<file path="config.mk">
export PLATFORM = sky130hd
export DESIGN_NAME = ram_arbiter
export DESIGN_NICKNAME = d
export VERILOG_FILES = /design/src/rtl/ram_arbiter.sv
export SDC_FILE = /design/constraint.sdc
export NUM_CORES = 1
export LEC_CHECK = 0
export BUFFER_PORTS_ARGS = -buffer_cell sky130_fd_sc_hd__buf_2
export CORE_MARGIN = 1
export CORE_UTILIZATION = 42
export DETAILED_ROUTE_END_ITERATION = 6
export PLACE_DENSITY = 0.72
export SLEW_MARGIN = 5
export SYNTH_ARGS = -nofsm -noshare
export SYNTH_HDL_FRONTEND = slang
export SYNTH_SLANG_ARGS = --single-unit
</file>
<file path="constraint.sdc">
create_clock -name clk -period 1.1 [get_ports clk]
set_input_delay 0.11 -clock clk [delete_from_list [all_inputs] [get_ports clk]]
set_output_delay 0.11 -clock clk [all_outputs]
set_load 0.03 [all_outputs]
</file>
<file path="src/rtl/ram_arbiter.sv">
// Round-robin arbiter/sequencer placing two valid/ready requesters onto a 16x8 single-port RAM.
// Define RAM_ARB_FIXED_PRIO_EN for fixed priority (A over B) instead of round-robin.
module ram_arbiter #(
  parameter int ADDR_W = 4,
  parameter int DATA_W = 8
) (
  input  logic              clk,
  input  logic              rst,
  input  logic              a_req_valid,
  output logic              a_req_ready,
  input  logic              a_req_wr,
  input  logic [ADDR_W-1:0] a_req_addr,
  input  logic [DATA_W-1:0] a_req_wdata,
  output logic              a_rsp_valid,
  output logic [DATA_W-1:0] a_rsp_rdata,
  input  logic              b_req_valid,
  output logic              b_req_ready,
  input  logic              b_req_wr,
  input  logic [ADDR_W-1:0] b_req_addr,
  input  logic [DATA_W-1:0] b_req_wdata,
  output logic              b_rsp_valid,
  output logic [DATA_W-1:0] b_rsp_rdata,
  output logic [ADDR_W-1:0] ram_addr,
  output logic              ram_wr,
  output logic [DATA_W-1:0] ram_din,
  input  logic [DATA_W-1:0] ram_dout
);

  typedef enum logic [1:0] {IDLE, ACCESS, CAPTURE} state_t;

  state_t state, state_nxt;
  logic   grant_a, grant_b;
  logic   owner;          // 0 = A, 1 = B
`ifndef RAM_ARB_FIXED_PRIO_EN
  logic   last_grant;     // 0 = A, 1 = B
`endif

  always_ff @(posedge clk) begin
    if (rst) state <= IDLE;
    else     state <= state_nxt;
  end

  always_comb begin
    state_nxt = state;
    grant_a   = 1'b0;
    grant_b   = 1'b0;
    case (state)
      IDLE: begin
        if (!rst) begin
`ifdef RAM_ARB_FIXED_PRIO_EN
          grant_a = a_req_valid;
`else
          grant_a = a_req_valid && (!b_req_valid || last_grant);
`endif
          grant_b = b_req_valid && !grant_a;
          if (grant_a || grant_b) state_nxt = ACCESS;
        end
      end
      // RAM samples the registered request at the closing edge of ACCESS
      ACCESS:  state_nxt = ram_wr ? IDLE : CAPTURE;
      CAPTURE: state_nxt = IDLE;
      default: state_nxt = IDLE;
    endcase
  end

  assign a_req_ready = grant_a;
  assign b_req_ready = grant_b;

  always_ff @(posedge clk) begin
    if (rst) begin
      ram_addr    <= '0;
      ram_wr      <= 1'b0;
      ram_din     <= '0;
      owner       <= 1'b0;
      a_rsp_valid <= 1'b0;
      b_rsp_valid <= 1'b0;
      a_rsp_rdata <= '0;
      b_rsp_rdata <= '0;
`ifndef RAM_ARB_FIXED_PRIO_EN
      last_grant  <= 1'b1;
`endif
    end else begin
      a_rsp_valid <= 1'b0;
      b_rsp_valid <= 1'b0;
      if (grant_a) begin
        ram_addr <= a_req_addr;
        ram_wr   <= a_req_wr;
        ram_din  <= a_req_wdata;
        owner    <= 1'b0;
`ifndef RAM_ARB_FIXED_PRIO_EN
        last_grant <= 1'b0;
`endif
      end else if (grant_b) begin
        ram_addr <= b_req_addr;
        ram_wr   <= b_req_wr;
        ram_din  <= b_req_wdata;
        owner    <= 1'b1;
`ifndef RAM_ARB_FIXED_PRIO_EN
        last_grant <= 1'b1;
`endif
      end
      if (state == ACCESS) ram_wr <= 1'b0;
      // ram_dout holds the registered read data only during CAPTURE
      if (state == CAPTURE) begin
        if (owner) begin
          b_rsp_valid <= 1'b1;
          b_rsp_rdata <= ram_dout;
        end else begin
          a_rsp_valid <= 1'b1;
          a_rsp_rdata <= ram_dout;
        end
      end
    end
  end

endmodule

</file>
== Word level (Yosys, flattened, before mapping) ==
Index checks and enable logic that the tools add are counted.
Storage, ports and cells
  bits in registers: 35
  bits of input ports: 38
  output and inout port bits: 33
Operators by class
  eq/ne operators: 3
  multiplexer cells: 17
  bitwise logic cells: 2
  reductions and logical operators: 13
Operators by type and width (count)
  two-way mux 8 bit: 2
  two-way mux 1 bit: 10
  two-way mux 4 bit: 2
  OR reduction 2 bit: 3
  two-way mux 2 bit: 2
  case mux 2 bit (2 select lines): 1
  AND reduction 2 bit: 2
  equality test 2 x 1 -> 1 bit, second input constant: 1
  equality test 2 bit, second input constant: 1
  logical AND 1 bit: 2
  logical NOT 1 bit: 2
  logical NOT 2 bit: 1
  logical OR 1 bit: 2
  inequality test 2 bit, second input constant: 1
  NOT 1 bit: 2
  nonzero test 2 bit: 1

== Depth between registers and ports, before layout ==
Gate-level depths: netlist of the first run.
  depth in word-level cells: 9
  gate-level depth with buffers: 5
  mapped depth without buffers: 3

== Least setup slack after synthesis of the first run ==
OpenSTA, ideal clock, no wires.
  path kind: flip-flop to output port
  start point: register state[1]
  end point: output port b_req_ready
  arrival time: 1402 ps
  slack: -412 ps
  cell stages (with the launch flop): 5
  buffers on the path: 1
  path through: dfxtp_1 -> nor3_4 -> buf_2 -> nand2_1 -> a21oi_1
On the way
  longest elaborated chain between the ends: 2
Ends and longest elaborated chain
  start, declared: line 31  | state_t state, state_nxt;
  start signal, assigned: line 40  | else state <= state_nxt;
  logical NOT 2 bit: line 47  | case (state)
  two-way mux 1 bit: line 47
  end, declared: line 17  | output logic b_req_ready,
No other way between the ends.

== Worst setup path after layout of the first run ==
  start point: register state[0]
  end point: output port a_req_ready
On the way
  longest elaborated chain between the ends: 2
Ends and longest elaborated chain
  logical NOT 2 bit: line 47
  two-way mux 1 bit: line 47
  end, declared: line 10  | output logic a_req_ready,
No other way between the ends.

==> results of run 1 <==
[kinds of logic after synthesis]
family                 count (synthesis)
AOI/OAI and AO/OA                     45
buffers and inverters                 30
DFF                                   35
muxes                                 16
and+or+nand+nor                       31
[metrics by stage]
stage / area, um2 / utilization, % / setup WS [ns] / power, uW / hold slack, ns
2_1_floorplan: 1610 / - / -0.0902 / 1890 / 0.251
3_3_place_gp: 2110 / 60.9 / -0.108 / 2130 / 0.352
3_5_place_dp: 2110 / 60.9 / -0.156 / 2130 / 0.359
5_1_grt: 2380 / 68.5 / -0.364 / 3540 / 0.0845
4_1_cts: 2330 / 67.2 / -0.296 / 3380 / 0.0736
6_report: 2380 / 68.5 / -0.303 / 3400 / 0.0761
[area by class of cell]
class	instances	share of cell area, %
clock inverters	2	1.47
inverters	14	2.21
well taps	46	2.42
flip-flops and latches	35	29.7
clock buffers	6	3.47
repair buffers	95	26.9
multi-input cells	93	33.8
[sequential cells by signal (all words and copies together) (netlist names)]
register / cells
b_rsp_rdata: 8
ram_wr: 1
ram_din: 8
a_rsp_valid: 1
a_rsp_rdata: 8
last_grant: 1
owner: 1
ram_addr: 4
b_rsp_valid: 1
state: 2
[Yosys cell counts (3+ instances only)]
library cell	instances	share of area, %
a21oi_1	4	1.3
a31oi_1	12	4.8
buf_2	5	1.6
clkbuf_1	5	1.2
dfxtp_1	35	44
inv_1	14	3.3
mux2i_1	16	10
nor2_1	18	4.3
o311ai_0	8	4.4
o311ai_1	4	2.2
o32ai_1	3	1.7
o32ai_2	9	9.3
[placed cells by master, fill, tap and decap left out, drive strengths merged]
cell | Yosys | final
a21o | 1 | 1
a21oi | 4 | 4
a311oi | 2 | 2
a31oi | 12 | 12
and2 | 1 | 2
and3 | 2 | 2
buf | 11 | 95
bufinv | 0 | 1
clkbuf | 5 | 6
clkinv | 0 | 1
dfxtp | 35 | 35
inv | 14 | 14
mux2i | 16 | 16
nand2 | 1 | 1
nand2b | 1 | 1
nand3 | 1 | 1
nand3b | 1 | 1
nor2 | 18 | 18
nor2b | 2 | 2
nor3 | 1 | 1
nor3b | 1 | 1
nor4b | 1 | 1
o21ai | 1 | 1
o21bai | 1 | 1
o311ai | 12 | 12
o32ai | 12 | 12
or2 | 1 | 1
[critical path: cells and delay by family, from the launching register on]
family | cells | cell delay, ns
AND/OR/NAND/NOR | 2 | 0.40
flip-flops | 1 | 0.35
buffers and inverters | 2 | 0.25
[per-layer routing]
metal  up-vias  track usage (%)  routed length [um]
met5         -                0                   0
met1       700             24.5                1780
li1        758                -                   -
met2        54             33.3                1970
met3         7             4.35                 205
met4         0             8.24                  61
[power by group]
part / internal [uW] / switching, uW / leakage (uW) / total, uW
Combinational: 369 / 448 / 0.000759 / 817
Sequential: 1350 / 45.6 / 0.000287 / 1390
Clock: 733 / 457 / 0.0000612 / 1190
[what timing repair did]
action | 4_1_cts | 5_1_grt
endpoints found under the setup margin | 32 | 33
pin swaps | 5 | 7
cloned | 2 | 1
resized for setup | 18 | 10
setup buffers | 5 | 3
hold buffers | 0 | 0
[final timing paths]
path / start / end / cells past startpoint / slack (ns)
max: state[0]$_SDFFE_PP0P_ / a_req_ready / 4 / -0.30
min: ram_dout[7] / b_rsp_rdata[7]$_SDFFE_PP0P_ / 3 / 0.08
max reg2reg: state[0]$_SDFFE_PP0P_ / a_rsp_rdata[2]$_SDFFE_PP0P_ / 6 / -0.28
min reg2reg: ram_wr$_SDFFE_PP0P_ / state[1]$_SDFFE_PP0P_ / 1 / 0.46
==> summary.md, run 1 <==
| Metric | Value |
|---|---|
| Mux contribution to synthesized area | 10.2% |
| Max Transition Viols Final | 0 |
| CP Cell Sequence | nor3_4 -> buf_12 -> and3_4 -> buf_6 |
| Fin crit share | 128% |
| Initial antenna violation count | 0 |
| Final min period | 1.40 ns |
| Final setup violation count | 34 |
| Status | finished, violations left |
| GRT Total Usage | 19.9% |
| Die Ht | 63.3 um |
| Seq cells post-synth | 35 |
| Final ANT Viol Nets | 0 |
| PnR worst setup slack | -0.303 ns |
| Syn Nets | 195 |
| Initial Utilization | 45.5% |
| Max stage delay on crit path | 0.35 ns |
| Distinct cells, synth | 30 |
| Syn avg cell area | 10.0 um2 |
| Via density | 5.22 |
| Slew @ Worst Pin | 0.409 ns |
| Final Hold Vio Count | 0 |
| FFs w/ async S/R, synth | 0% |
| GRT overflow | 0 |
| Primary FF master, synth | dfxtp_1 |
| Dpl cells | 274 |
| Nets | 282 |
| DIE AREA | 0.00401 mm2 |
| Port Buffer Count | 70 |
| Adder-cell share of the synthesized area | 0% |
| P per Cell Area | 1430 mW/mm2 |
| Fmax | 713 MHz |
| Layout cell share with drive strength beyond 1 | 51.8% |
| Std cell rows | 21 |
| Vias in the first global route | 1458 |
| Worst setup path category | flip-flop to primary output |
| Antenna diodes | 0 |
| Setup TNS | -5.88 ns |
| Clk_lat worst skew | 0.28 ns |
| Slowest CP cell | dfxtp_4 |
| CTS Buf Count | 5 |
| CTS tree | yes |
| CP max FO | 2 |
| Synth Instances | 157 |
| WL/cell | 13.8 um |
| Number of DRC markers in iteration 0 | 44 |
| Simple-Gate Fraction of Synth Area | 10.5% |
| Post-synth EDFFs | 0 |
| I/O pins | 71 |
| Required @ worst endpoint | 0.99 ns |
| Failing checks | setup timing |
| Worst slew margin | 72.4% |
| Critical Path AT | 1.29 ns |
| Seq. cell area | 706 um2 |
| Final-layout fill cell count | 280 |
| Detailed-route via count | 1519 |
| Worst hold-check path type | input port to flip-flop |
| DRC Markers | 0 |
| RSZ-0062 raised after global routing | yes |
| Max_cap viols | 0 |
| Multi-input logic area | 805 um2 |
| Worst setup EP type | primary output |
| Register area share after synthesis | 44.4% |
| RePlAce Congestion | 0.789 |
| Detailed placement HPWL | 2600 um |
| Crit start category | flip-flop |
| Clock slew at reported path FFs | 0.07 ns |
| Post-route clock skew | 0.00316 ns |
| Post-Layout Cell Count | 291 |
| CTS Buffer Depth | 2 |
| Largest net degree at the start of global routing | 35 |
| First-pass GRT wire length | 6310 um |
| Xor and xnor area share after synthesis | 0% |
| Leakage | 0.00111 uW |
| TritonRoute pass-1 iters | 6 |
| Post-synthesis instance area | 0.00158 mm2 |
| Main combinational cell family by area after synthesis | compound AO/OA/AOI/OAI gates |
| Clock root buffer | clkbuf_8 |
| Core Area | 0.00347 mm2 |
| DIE WIDTH | 63.3 um |
| Peak VDD IR | 0.736 mV |
| Synth warn | 0 |
| WL final | 4020 um |
| Synth Area in Compound Gates | 26.0% |
| Number of H-tree levels | 2 |
| TritonCTS Sinks | 35 |
| Synth-to-Final Area Change | 50.7% |
Note: power is estimated with default switching activity, not from simulation.
==> inputs of run 2 (changes only) <==
- CORE_UTILIZATION: 42 -> 46
- PLACE_DENSITY: 0.72 -> 0.75
- clock period: 1.1 -> 1.5 ns (I/O delays scaled with it)
==> run 2 against run 1 <==
The flow now finishes without violations. Via count is 2.2% lower. First-iteration DRC count is 23% higher. Routed wire length is 6.9% lower. Sequential share of layout area is 3.6 points higher. Worst hold slack worse by 0.017 ns. Cell count is 5.5% lower. Clock power is 30% lower. Global-route usage is 1.3 points higher. Worst setup slack better by 0.36 ns. Sequential cell count stayed put. Sequential power is 27% lower. Non-clock buffer count is 13 lower.
==> summary.md, run 2 (same netlist as run 1, synthesis figures left out) <==
| Metric | Value |
|---|---|
| Status | completed |
| Clock root buffer | clkbuf_4 |
| Clock slew at reported path FFs | 0.11 ns (+0.04 ns) |
| Slew @ Worst Pin | 0.454 ns (+0.0455 ns) |
| Antenna diodes | 0 (unchanged) |
| P per Cell Area | 1110 mW/mm2 (-22%) |
| Clk_lat worst skew | 0.33 ns (+0.05 ns) |
| Final setup violation count | 0 (-100%) |
| Post-Layout Cell Count | 275 (-5.5%) |
| Detailed placement HPWL | 2640 um (+1.5%) |
| Final Hold Vio Count | 0 (unchanged) |
| R2R Path Start | state[1]$_SDFFE_PP0P_ |
| Die Ht | 60.6 um (-4.3%) |
| WL final | 3740 um (-6.9%) |
| Most common cell after layout, fill and taps aside | buf_2 |
| CP max FO | 5 (+3) |
| RSZ-0062 raised after global routing | yes |
| Std cell rows | 20 (-4.8%) |
| Max Transition Viols Final | 0 (unchanged) |
| DIE AREA | 0.00367 mm2 (-8.4%) |
| Hold path cells | 3 (unchanged) |
| Max stage delay on crit path | 0.38 ns (+0.03 ns) |
| Post-layout total power | 2350 uW (-31%) |
| Final min period | 1.45 ns |
| RePlAce Congestion | 0.808 (+2.5%) |
| WL/cell | 13.6 um (-1.5%) |
| GRT overflow | 0 (unchanged) |
| Dpl cells | 264 (-3.6%) |
| Post-route clock skew | 0.00587 ns (+0.00272 ns) |
| Max_cap viols | 0 (unchanged) |
| Number of DRC markers in iteration 0 | 54 (+23%) |
| Initial Utilization | 50.0% (+4.5 points) |
| Final ANT Viol Nets | 0 (unchanged) |
| GRT Total Usage | 21.2% (+1.3 points) |
| Worst slew margin | 69.4% (-3.1 points) |
| Number of H-tree levels | 2 (unchanged) |
| TritonCTS Sinks | 35 (unchanged) |
| Synth-to-Final Area Change | 34.3% |
| Largest net degree at the start of global routing | 35 (unchanged) |
| Most frequent cells in the layout | buf_2 (68), dfxtp_1 (34), nor2_1 (18), mux2i_1 (16), inv_1 (14) |
| CP Cell Sequence | nor3_4 -> nand2_1 -> a21oi_2 -> buf_6 |
| CTS Buf Count | 5 (unchanged) |
| Largest registers | a_rsp_rdata x8, b_rsp_rdata x8, ram_din x8 |
| Core Area | 0.00315 mm2 (-9.1%) |
| Fin crit share | 96.5% |
| Hold Path Sink | ram_addr[3]$_SDFFE_PP0P_ |
| Final-layout fill cell count | 272 (-2.9%) |
| Via density | 5.40 (+3.5%) |
| Peak VDD IR | 0.792 mV (+7.6%) |
| Seq. cell area | 704 um2 (-0.18%) |
| Vias in the first global route | 1364 (-6.4%) |
| I/O pins | 71 (unchanged) |
| CTS Buffer Depth | 2 (unchanged) |
| Hold WS | 0.0586 ns (-0.0174 ns) |
| Fmax | 691 MHz |
| DRC Markers | 0 (unchanged) |
| DIE WIDTH | 60.6 um (-4.3%) |
| Worst setup EP type | primary output |
| First-pass GRT wire length | 5750 um (-9.0%) |
| Detailed-route via count | 1486 (-2.2%) |
| Nets | 268 (-5.0%) |
| CTS tree | yes |
| Leakage | 0.00101 uW (-9.0%) |
| Crit start category | flip-flop |
| TritonRoute pass-1 iters | 7 (+1) |
| Multi-input logic area | 752 um2 (-6.5%) |
| Flop2flop setup slack | 0.16 ns (+0.44 ns) |
| Worst setup path category | flip-flop to primary output |
| Worst hold-check path type | input port to flip-flop |
| Critical Path AT | 1.30 ns (about the same) |
| Slowest CP cell | dfxtp_4 |
| Worst reg2reg endpoint | a_rsp_rdata[3]$_SDFFE_PP0P_ |
| R2R depth | 4 (-2) |
| Required @ worst endpoint | 1.35 ns (+0.36 ns) |
| Layout cell share with drive strength beyond 1 | 45.5% (-6.4 points) |
| Initial antenna violation count | 0 (unchanged) |
| Port Buffer Count | 70 (unchanged) |
| HP Start | b_req_addr[3] |
-- run 2: changes by cell type in the layout (fill, tap and decap cells not counted), sizes merged --
cell / before / now
and2: 2 / 1
bufinv: 1 / 2
buf: 95 / 82
clkinv: 1 / 0
-- run 2: layout make-up --
class,instances,area share [%]
multi-input cells,92,35.5
inverters,14,2.48
clock inverters,2,2.84
repair buffers,82,21.4
flip-flops and latches,35,33.3
clock buffers,6,1.95
well taps,44,2.60
-- run 2: through the flow --
step	worst slack, ns	util, %	TNS (ns)	cell area, um2
floorplan	0.117	-	0	1580
global placement	0.200	62.5	0	1970
detailed placement	0.141	62.5	0	1970
CTS	0.00171	66.5	0	2100
global route	-0.0404	67.2	-0.0431	2120
finish	0.0527	67.2	0	2120
-- run 2: what timing repair did --
item / 4_1_cts / 5_1_grt
cloned: 0 / 0
hold buffers: 0 / 0
setup endpoints to repair: 2 / 2
pin swaps: 1 / 3
buffers inserted: 2 / 1
resized for setup: 3 / 6
-- run 2: critical path: cells and delay by family, from the launching register on --
| family | cells | cell delay, ns |
|---|---|---|
| DFF | 1 | 0.38 |
| buffers and inverters | 1 | 0.14 |
| AOI/OAI and AO/OA | 1 | 0.12 |
| and+or+nand+nor | 2 | 0.32 |
-- run 2: worst max path at each step --
| stage | start | depth (start not counted) | endpoint |
|---|---|---|---|
| final | state[0]$_SDFFE_PP0P_ | 4 | b_req_ready |
| after global routing | state[0]$_SDFFE_PP0P_ | 4 | b_req_ready |
| after CTS | state[0]$_SDFFE_PP0P_ | 4 | b_req_ready |
| after detailed placement | last_grant$_SDFFE_PP1P_ | 4 | ram_addr[2]$_SDFFE_PP0P_ |
| after global placement | last_grant$_SDFFE_PP1P_ | 4 | ram_addr[2]$_SDFFE_PP0P_ |
| after floorplan | last_grant$_SDFFE_PP1P_ | 4 | a_req_ready |
-- run 2: power by group --
group          switching, uW  total, uW  internal [uW]
combinational            296        496            201
clock                    314        834            520
sequential              34.5       1020            988
total                    644       2350           1710
-- run 2: per-layer routing --
layer | vias up | GRT usage (%) | wire length [um]
li1 | 730 | - | -
met1 | 695 | 24.8 | 1590
met2 | 54 | 36.3 | 1890
met3 | 7 | 4.26 | 198
met4 | 0 | 11.7 | 62
met5 | - | 0 | 0
==> inputs of run 3 (changes only) <==
- CORE_MARGIN: 1 -> 2
- PLACE_DENSITY: 0.75 -> 0.78
==> run 3 against run 2 <==
Cell count increased by 0.73%. Sequential cell count unchanged. Worst hold slack got worse by 0.014 ns. Largest power group unchanged.
==> summary.md, run 3 (same netlist as run 1, synthesis figures left out) <==
| Metric | Value |
|---|---|
| CP max FO | 4 (-1) |
| Seq. cell area | 706 um2 (+0.18%) |
| Clk_lat worst skew | 0.34 ns (about the same) |
| Critical Path AT | 1.32 ns (+0.02 ns) |
| CTS Buffer Depth | 2 (unchanged) |
| Post-CTS Hold Fix Bufs | 0 (unchanged) |
| Number of H-tree levels | 2 (unchanged) |
| Setup TNS | 0 ns (unchanged) |
| TritonCTS Sinks | 35 (unchanged) |
| Core Area | 0.00331 mm2 (+5.0%) |
| DIE AREA | 0.00391 mm2 (+6.7%) |
| RePlAce Congestion | 0.761 (-5.9%) |
| P per Cell Area | 975 mW/mm2 (-12%) |
| Antenna diodes | 0 (unchanged) |
| Vias in the first global route | 1353 (-0.81%) |
| Hold Path Sink | ram_addr[3]$_SDFFE_PP0P_ |
| Nets | 268 (unchanged) |
| Hold path cells | 3 (unchanged) |
| Most frequent cells in the layout | buf_2 (68), dfxtp_1 (33), nor2_1 (18), mux2i_1 (16), inv_1 (14) |
| Final setup violation count | 0 (unchanged) |
| Number of DRC markers in iteration 0 | 50 (-7.4%) |
| RSZ-0062 raised after global routing | yes |
| Status | completed |
| Multi-input logic area | 744 um2 (-1.0%) |
| Final-layout fill cell count | 294 (+8.1%) |
| Flop2flop setup slack | 0.23 ns (+0.07 ns) |
| Leakage | 0.000972 uW (-3.5%) |
| Layout cell share with drive strength beyond 1 | 45.9% (+0.43 points) |
| Post-Layout Cell Count | 277 (+0.73%) |
| R2R Path Start | state[0]$_SDFFE_PP0P_ |
| CTS Buf Count | 5 (unchanged) |
| Initial antenna violation count | 0 (unchanged) |
| Clock root buffer | clkbuf_4 |
| Final ANT Viol Nets | 0 (unchanged) |
| Worst reg2reg endpoint | ram_wr$_SDFFE_PP0P_ |
| GRT overflow | 0 (unchanged) |
| Worst slew margin | 72.4% (+3.0 points) |
| Largest net degree at the start of global routing | 35 (unchanged) |
| I/O pins | 71 (unchanged) |
| Initial Utilization | 47.7% (-2.4 points) |
| First-pass GRT wire length | 5810 um (+1.1%) |
| Worst setup path category | flip-flop to primary output |
| Die Ht | 62.6 um (+3.3%) |
| TritonRoute pass-1 iters | 4 (-3) |
| Fmax | 680 MHz (-1.5%) |
| Slew @ Worst Pin | 0.409 ns (-0.0451 ns) |
| Worst setup EP type | primary output |
| CTS tree | yes |
| Fin area | 0.00207 mm2 (-2.4%) |
| Clock slew at reported path FFs | 0.11 ns (about the same) |
| Port Buffer Count | 70 (unchanged) |
| Peak VDD IR | 0.528 mV (-33%) |
| Via density | 5.32 (-1.5%) |
| WL/cell | 12.7 um (-6.8%) |
| Crit start category | flip-flop |
| Worst hold-check path type | input port to flip-flop |
| Detailed-route via count | 1474 (-0.81%) |
| Max_cap viols | 0 (unchanged) |
| GRT Total Usage | 18.4% (-2.8 points) |
| DIE WIDTH | 62.6 um (+3.3%) |
| Post-route clock skew | 0.00693 ns (+0.00105 ns) |
| Largest registers | a_rsp_rdata x8, b_rsp_rdata x8, ram_din x8 |
| DRC Markers | 0 (unchanged) |
| Most common cell after layout, fill and taps aside | buf_2 |
| Synth-to-Final Area Change | 31.0% |
| WL final | 3510 um (-6.1%) |
| Final min period | 1.47 ns (+0.0226 ns) |
| Placed instance area | 0.00198 mm2 (+0.51%) |
| HP Start | b_req_addr[3] |
| Fin crit share | 98.0% (+1.5 points) |
| Required @ worst endpoint | 1.35 ns (about the same) |
| Std cell rows | 21 (+5.0%) |
| Max Transition Viols Final | 0 (unchanged) |
| Final Hold Vio Count | 0 (unchanged) |
| Detailed placement HPWL | 2530 um (-4.2%) |
| Dpl cells | 267 (+1.1%) |
| R2R depth | 4 (unchanged) |
-- run 3: final cells by class --
type,count,share of cell area (%)
multi-input cells,92,36.0
flip-flops and latches,35,34.1
repair buffers,82,21.7
clock buffers,5,1.82
inverters,14,2.54
well taps,46,2.78
clock inverters,3,0.969
-- run 3: power breakdown --
group	switching [uW]	internal, uW
sequential	34.0	988
combinational	288	196
clock	331	179
-- run 3: critical path, cell delays in order (launching register included) --
cell	delay, ns
dfxtp_4	0.38
nor3_4	0.23
nand2_1	0.09
a21oi_2	0.13
buf_6	0.15
-- run 3: per-layer routing --
layer	track usage (%)	vias to the layer above	wire [um]
li1	-	729	-
met1	21.0	696	1510
met2	31.6	44	1780
met3	4.86	5	177
met4	8.89	0	44
met5	0	-	0
-- run 3: worst max-delay path by stage --
stage	startpoint	endpoint	slack, ns	cells past startpoint
final	state[0]$_SDFFE_PP0P_	b_req_ready	0.03	4
after global routing	state[0]$_SDFFE_PP0P_	b_req_ready	-0.04	4
after CTS	state[0]$_SDFFE_PP0P_	b_req_ready	0.02	4
after detailed placement	state[1]$_SDFFE_PP0P_	ram_wr$_SDFFE_PP0P_	0.24	3
after global placement	b_req_valid	ram_din[5]$_SDFFE_PP0P_	0.27	5
after floorplan	last_grant$_SDFFE_PP1P_	a_req_ready	0.12	4
-- run 3: timing repair --
action                                  in CTS  in global routing
endpoints found under the setup margin       2                  2
buffers inserted                             1                  1
pin swaps                                    1                  1
gates resized for setup                      3                  3
-- run 3: metrics by stage --
stage | worst slack [ns] | utilization (%) | total power [uW] | hold WS, ns
global route | -0.0391 | 62.4 | 2120 | 0.0439
global placement | 0.274 | 59.8 | 1510 | 0.382
floorplan | 0.117 | - | 1370 | 0.291
CTS | 0.0196 | 62.0 | 2040 | 0.0311
detailed placement | 0.244 | 59.8 | 1520 | 0.398
finish | 0.0301 | 62.4 | 2020 | 0.0445
